===== config.mk =====
export PLATFORM = sky130hd
export DESIGN_NAME = conv_window_fetch
export DESIGN_NICKNAME = d
export VERILOG_FILES = /design/src/rtl/conv_window_fetch.sv
export SDC_FILE = /design/constraint.sdc
export NUM_CORES = 1
export LEC_CHECK = 0
export BUFFER_PORTS_ARGS = -buffer_cell sky130_fd_sc_hd__clkbuf_2
export CORE_MARGIN = 3
export CORE_UTILIZATION = 40
export DETAILED_ROUTE_END_ITERATION = 12
export GPL_TIMING_DRIVEN = 0
export PLACE_DENSITY = 0.63
export SLEW_MARGIN = 5
export SYNTH_ARGS = -nofsm -noshare
export SYNTH_HDL_FRONTEND = slang
export SYNTH_SLANG_ARGS = --single-unit

===== constraint.sdc =====
create_clock -name clk -period 9.15 [get_ports clk]
set_input_delay 1.3725 -clock clk [delete_from_list [all_inputs] [get_ports clk]]
set_output_delay 1.3725 -clock clk [all_outputs]
set_load 0.02 [all_outputs]

===== src/rtl/conv_window_fetch.sv =====
// 3x3 window fetcher: walks the image centres in raster order, reads each tap
// through a registered address port, zero-fills taps that fall outside the image
// (padded mode) and hands complete windows to the MAC stage over valid/ready.
module conv_window_fetch #(
   parameter int IMG_W  = 64,
   parameter int IMG_H  = 64,
   parameter int DW     = 20,
   parameter int AW     = 12,
   parameter int PAD_EN = 1,
   parameter int STRIDE = 1
) (
   input  logic            clk,
   input  logic            reset,
   input  logic            ready,
   output logic            busy,
   output logic [AW-1:0]   iaddr,
   input  logic [DW-1:0]   idata,
   output logic            win_valid,
   input  logic            win_ready,
   output logic [9*DW-1:0] win_data,
   output logic [6:0]      win_x,
   output logic [6:0]      win_y,
   output logic            done
);

   // Coordinates are kept signed and two bits wider than the address so that
   // border taps at -1 and at IMG_W / IMG_H can be range-checked without wrap.
   localparam int SW = AW + 2;
   localparam int XS = (PAD_EN != 0) ? 0 : 1;
   localparam int YS = (PAD_EN != 0) ? 0 : 1;
   localparam int XE = (PAD_EN != 0) ? IMG_W - 1 : IMG_W - 2;
   localparam int YE = (PAD_EN != 0) ? IMG_H - 1 : IMG_H - 2;

   localparam logic signed [SW-1:0] W_S    = SW'(IMG_W);
   localparam logic signed [SW-1:0] H_S    = SW'(IMG_H);
   localparam logic signed [SW-1:0] XS_S   = SW'(XS);
   localparam logic signed [SW-1:0] YS_S   = SW'(YS);
   localparam logic signed [SW-1:0] XE_S   = SW'(XE);
   localparam logic signed [SW-1:0] YE_S   = SW'(YE);
   localparam logic signed [SW-1:0] STEP_S = SW'(STRIDE);
   localparam logic signed [SW-1:0] ONE_S  = SW'(1);
   localparam logic signed [SW-1:0] ZERO_S = '0;
   localparam logic signed [SW-1:0] NEG_S  = '1;

   typedef enum logic [2:0] {
      S_IDLE,
      S_FETCH,
      S_DRAIN,
      S_PRESENT,
      S_FIN
   } state_t;

   state_t                 state;
   logic signed [SW-1:0]   cx;
   logic signed [SW-1:0]   cy;
   logic [3:0]             k;
   logic                   pend_zero;

   logic signed [SW-1:0]   dx;
   logic signed [SW-1:0]   dy;
   logic signed [SW-1:0]   tx;
   logic signed [SW-1:0]   ty;
   logic signed [SW-1:0]   nx;
   logic signed [SW-1:0]   ny;
   logic                   tap_in;
   logic [AW-1:0]          tap_addr;
   logic [3:0]             cap_slot;
   logic [DW-1:0]          cap_val;

   // Tap offset, tap address and range check for the slot being issued, plus
   // the next-centre candidates and the value captured for the previous slot.
   always_comb begin
      dx = ZERO_S;
      dy = ZERO_S;
      case (k)
         4'd0, 4'd3, 4'd6: dx = NEG_S;
         4'd2, 4'd5, 4'd8: dx = ONE_S;
         default:          dx = ZERO_S;
      endcase
      if (k < 4'd3) begin
         dy = NEG_S;
      end else if (k > 4'd5) begin
         dy = ONE_S;
      end
      tx       = cx + dx;
      ty       = cy + dy;
      tap_in   = (tx >= ZERO_S) && (tx < W_S) && (ty >= ZERO_S) && (ty < H_S);
      tap_addr = AW'(ty * W_S + tx);
      nx       = cx + STEP_S;
      ny       = cy + STEP_S;
      cap_slot = (state == S_FETCH) ? k - 4'd1 : 4'd8;
      cap_val  = pend_zero ? '0 : idata;
   end

   // Frame sequencer: issues one tap per FETCH cycle and captures the previous
   // slot in the same cycle, so the read data lags its address by one cycle.
   always_ff @(posedge clk or negedge reset) begin
      if (!reset) begin
         state     <= S_IDLE;
         busy      <= 1'b0;
         iaddr     <= '0;
         win_valid <= 1'b0;
         win_data  <= '0;
         win_x     <= '0;
         win_y     <= '0;
         done      <= 1'b0;
         cx        <= '0;
         cy        <= '0;
         k         <= '0;
         pend_zero <= 1'b0;
      end else begin
         done <= 1'b0;
         case (state)
            S_IDLE: begin
               if (ready) begin
                  state <= S_FETCH;
                  busy  <= 1'b1;
                  cx    <= XS_S;
                  cy    <= YS_S;
                  k     <= '0;
               end
            end
            S_FETCH: begin
               // Padded taps leave iaddr untouched; the pending-zero flag makes
               // the capture of that slot load zero instead of idata.
               if (tap_in) begin
                  iaddr <= tap_addr;
               end
               pend_zero <= !tap_in;
               if (k != 4'd0) begin
                  win_data[DW*int'(cap_slot) +: DW] <= cap_val;
               end
               if (k == 4'd8) begin
                  k     <= '0;
                  state <= S_DRAIN;
               end else begin
                  k <= k + 4'd1;
               end
            end
            S_DRAIN: begin
               win_data[DW*int'(cap_slot) +: DW] <= cap_val;
               win_valid <= 1'b1;
               win_x     <= 7'(cx);
               win_y     <= 7'(cy);
               state     <= S_PRESENT;
            end
            S_PRESENT: begin
               if (win_ready) begin
                  win_valid <= 1'b0;
                  if (nx <= XE_S) begin
                     cx    <= nx;
                     state <= S_FETCH;
                  end else if (ny <= YE_S) begin
                     cx    <= XS_S;
                     cy    <= ny;
                     state <= S_FETCH;
                  end else begin
                     state <= S_FIN;
                     done  <= 1'b1;
                     busy  <= 1'b0;
                  end
               end
            end
            S_FIN: begin
               state <= S_IDLE;
            end
            default: begin
               state <= S_IDLE;
            end
         endcase
      end
   end

endmodule

==> results.sh <==
export IMPL_drv_slew=0
export IMPL_diodes=0
export IMPL_num_fill_cells=3233
export IMPL_tns_ns=0
export IMPL_portBuffers=232
export IMPL_floorplan_initialDensity_pct=40.9
export IMPL_dp_hpwl_um=35000
export IMPL_viasPerCell=5.76
export IMPL_path_cells="clkbuf_1 > nor4b_1 > buf_2 > clkbuf_1 > ha_1 > ha_1 > fa_1 > clkbuf_1 > nor3_1 > ha_1 > inv_1 > nor3_1 > nor4b_2 > nand2_1 > o22ai_1 > nand3_1 > mux2_2"
export IMPL_clk_path_buf_depth=3
export IMPL_worst_setup_path_start_kind="flop"
export IMPL_max_slew_margin_rel_pct=18.6
export IMPL_drtAntennaViolNets=0
export IMPL_drive_above_1_share_pct=30.8
export IMPL_pin_count=233
export IMPL_endpoint_kind="flop"
export IMPL_cp_slowest_cell="nor4b_2"
export IMPL_yosysTopAreaCellShare_pct=42.9
export IMPL_syn_area_mm2=0.0143
export IMPL_max_clock_freq_mhz=163
export IMPL_rows=68
export IMPL_max_stage_delay_ns=0.76
export IMPL_grt_overflow_total=0
export IMPL_arrival_ns=6.56
export IMPL_antenna_found_initial=1
export IMPL_yosysUniqueCellTypes=79
export IMPL_place_congestion=0.974
export IMPL_setup_violations=0
export IMPL_regToRegSetupSlack_ns=3.02
export IMPL_worstHoldPathCells=1
export IMPL_power_density_mw_per_mm2=391
export IMPL_synth_area_leaders="dfrtp_1 43%, mux2_2 14%, ha_1 4.0%"
export IMPL_synthCells=1408
export IMPL_cp_required_ns=9.57
export IMPL_drc_errors=0
export IMPL_synthTopCellsByCount="245 x dfrtp_1, 182 x mux2_2, 119 x nand2_1"
export IMPL_grt_start_max_net_pins=113
export IMPL_hp_class="flop to flop"
export IMPL_coreArea_mm2=0.0349
export IMPL_cts_root_buffer="clkbuf_16"
export IMPL_grt_pass1_vias=11900
export IMPL_layout_nets=1748
export IMPL_r2r_end="win_data[72]"
export IMPL_syn_nets=1482
export IMPL_hold_buffers=0
export IMPL_die_w_um=195
export IMPL_power_uw=6680
export IMPL_ys_flop_type="dfrtp_1"
export IMPL_status="complete, no violations"
export IMPL_h_tree_depth=1
export IMPL_synth_edf_count=0
export IMPL_max_vdd_ir_drop_v=0.000248
export IMPL_drtPass1Iterations=5
export IMPL_tritoncts="done"
export IMPL_yosysMostFrequentCell="dfrtp_1"
export IMPL_yosysTopAreaCell="dfrtp_1"
export IMPL_yosys_warnings=0
export IMPL_rr_worst_depth=17
export IMPL_syn2layout_area_growth_pct=19.6
export IMPL_worstMarginPinSlew_ns=1.21
export IMPL_rsz0062_at_grt="no"
export IMPL_hold_viol_final=0
export IMPL_drt_initial_drc_count=1067
export IMPL_grt_usage_pct=22.9
export IMPL_clk_latency_ns=0.57
export IMPL_cts_sink_count=245
export IMPL_cts_buffers=28
export IMPL_postCtsSetupBuffers=0
export IMPL_r2r_start="state[1]"
export IMPL_ys_seq_elements=245
export IMPL_die_area_mm2=0.0380
export IMPL_syn_area_per_cell_um2=10.1
export IMPL_maxCapViolCount=0
export IMPL_min_to="win_valid"
export IMPL_leakagePower_uw=0.00818
export IMPL_ys_seq_area_share_pct=42.9
export IMPL_min_from="win_valid"
export IMPL_critPathLaunch="state[1]"
export IMPL_vias=12400
export IMPL_die_h_um=195
export IMPL_drt_wirelength_per_cell_um=21.1
export IMPL_clock_skew_ns=0.0359
export IMPL_postCtsResizedCells=0
export IMPL_synth_async_reset_ratio_pct=100
export IMPL_critPathKind="flop to flop"
export IMPL_grt_pass1_wl_um=70000
export IMPL_clk_pin_slew_ns=0.06
export IMPL_cp_max_fo=11
export IMPL_period_minus_slack_ns=6.13
export IMPL_period_share_pct=67.0
export IMPL_routed_wl_um=45400
[critical path: cells and delay by family, from the launching register on]
kind / cells / cell delay (ns)
compound gates: 1 / 0.26
fa+ha+maj: 4 / 1.09
buf+inv: 5 / 1.43
flops: 1 / 0.39
mux: 1 / 0.34
simple gates: 6 / 2.50
[metrics by stage]
stage | util, % | worst slack, ns | std cells | hold WS (ns) | area [µm²]
after CTS | 48.9 | 3.08 | 2149 | 0.490 | 17100
after global placement | 45.9 | 1.68 | 2095 | 0.461 | 16000
final | 48.9 | 3.02 | 2149 | 0.485 | 17100
after global routing | 48.9 | 2.59 | 2149 | 0.521 | 17100
after floorplan | - | 4.33 | 1408 | 0.511 | 14300
after detailed placement | 46.2 | 3.08 | 2099 | 0.472 | 16100
[layout by cell type, fill, tap and decap left out, types with 10 or more instances in the layout]
| master | netlist | final |
|---|---|---|
| a211oi_1 | 13 | 13 |
| a21o_1 | 16 | 16 |
| a21oi_1 | 54 | 54 |
| a31oi_1 | 16 | 16 |
| and2_1 | 10 | 10 |
| and3_1 | 12 | 12 |
| buf_2 | 13 | 13 |
| clkbuf_1 | 44 | 46 |
| clkbuf_16 | 0 | 28 |
| clkbuf_2 | 1 | 232 |
| dfrtp_1 | 245 | 245 |
| ha_1 | 46 | 46 |
| inv_1 | 42 | 42 |
| mux2_2 | 182 | 182 |
| mux2i_1 | 41 | 41 |
| nand2_1 | 119 | 119 |
| nand2b_1 | 24 | 24 |
| nand3_1 | 58 | 58 |
| nand4_1 | 20 | 20 |
| nor2_1 | 98 | 98 |
| nor3_1 | 33 | 31 |
| nor4_1 | 15 | 15 |
| o21a_1 | 14 | 14 |
| o21ai_0 | 65 | 65 |
| o22ai_1 | 42 | 42 |
| xnor2_1 | 23 | 23 |
[worst max-delay path by stage]
stage and to:
4_1_cts win_data[72], 3_3_place_gp win_data[71], 2_1_floorplan win_data[12], 5_1_grt win_data[72], 6_report win_data[72], 3_5_place_dp win_data[72]
[registers in the layout, indices dropped and copies added (netlist names), 3 cells and up]
register  flops
cx           14
cy           14
iaddr        12
k             4
state         3
win_data    180
win_x         7
win_y         7
[routing by layer]
metal	wire (µm)	part of all wire (%)	GRT usage, %
met5	0	0	0
met4	1120	2.5	5.12
met3	4550	10	6.41
met2	19600	43	34.9
met1	20100	44	32.6
[power by group]
group	internal (µW)	switching, µW	leakage (µW)
registers	1280	136	0.00330
clock network	707	466	0.000478
logic	1340	2750	0.00441
total	3330	3350	0.00818
[cells by family after synthesis]
group,Yosys count,synth area share (%)
AND/OR/NAND/NOR,442,15.3
XOR/XNOR,31,1.95
buffers and inverters,107,3.07
AO/OA/AOI/OAI,303,14.2
flip-flops,245,42.9
adder cells (fa/ha/maj),50,4.59
multiplexers,230,18.0
[cell type report]
type,instances,area [µm²],area share (%)
buffer,65,280,1.64
clock buffer,38,818,4.79
clock inverter,12,151,0.887
inverter,42,158,0.923
multi-input combinational,1056,7720,45.2
sequential,245,6130,35.9
tap,455,569,3.33
timing repair buffer,236,1250,7.31
Power figures use the tool's default switching activity.
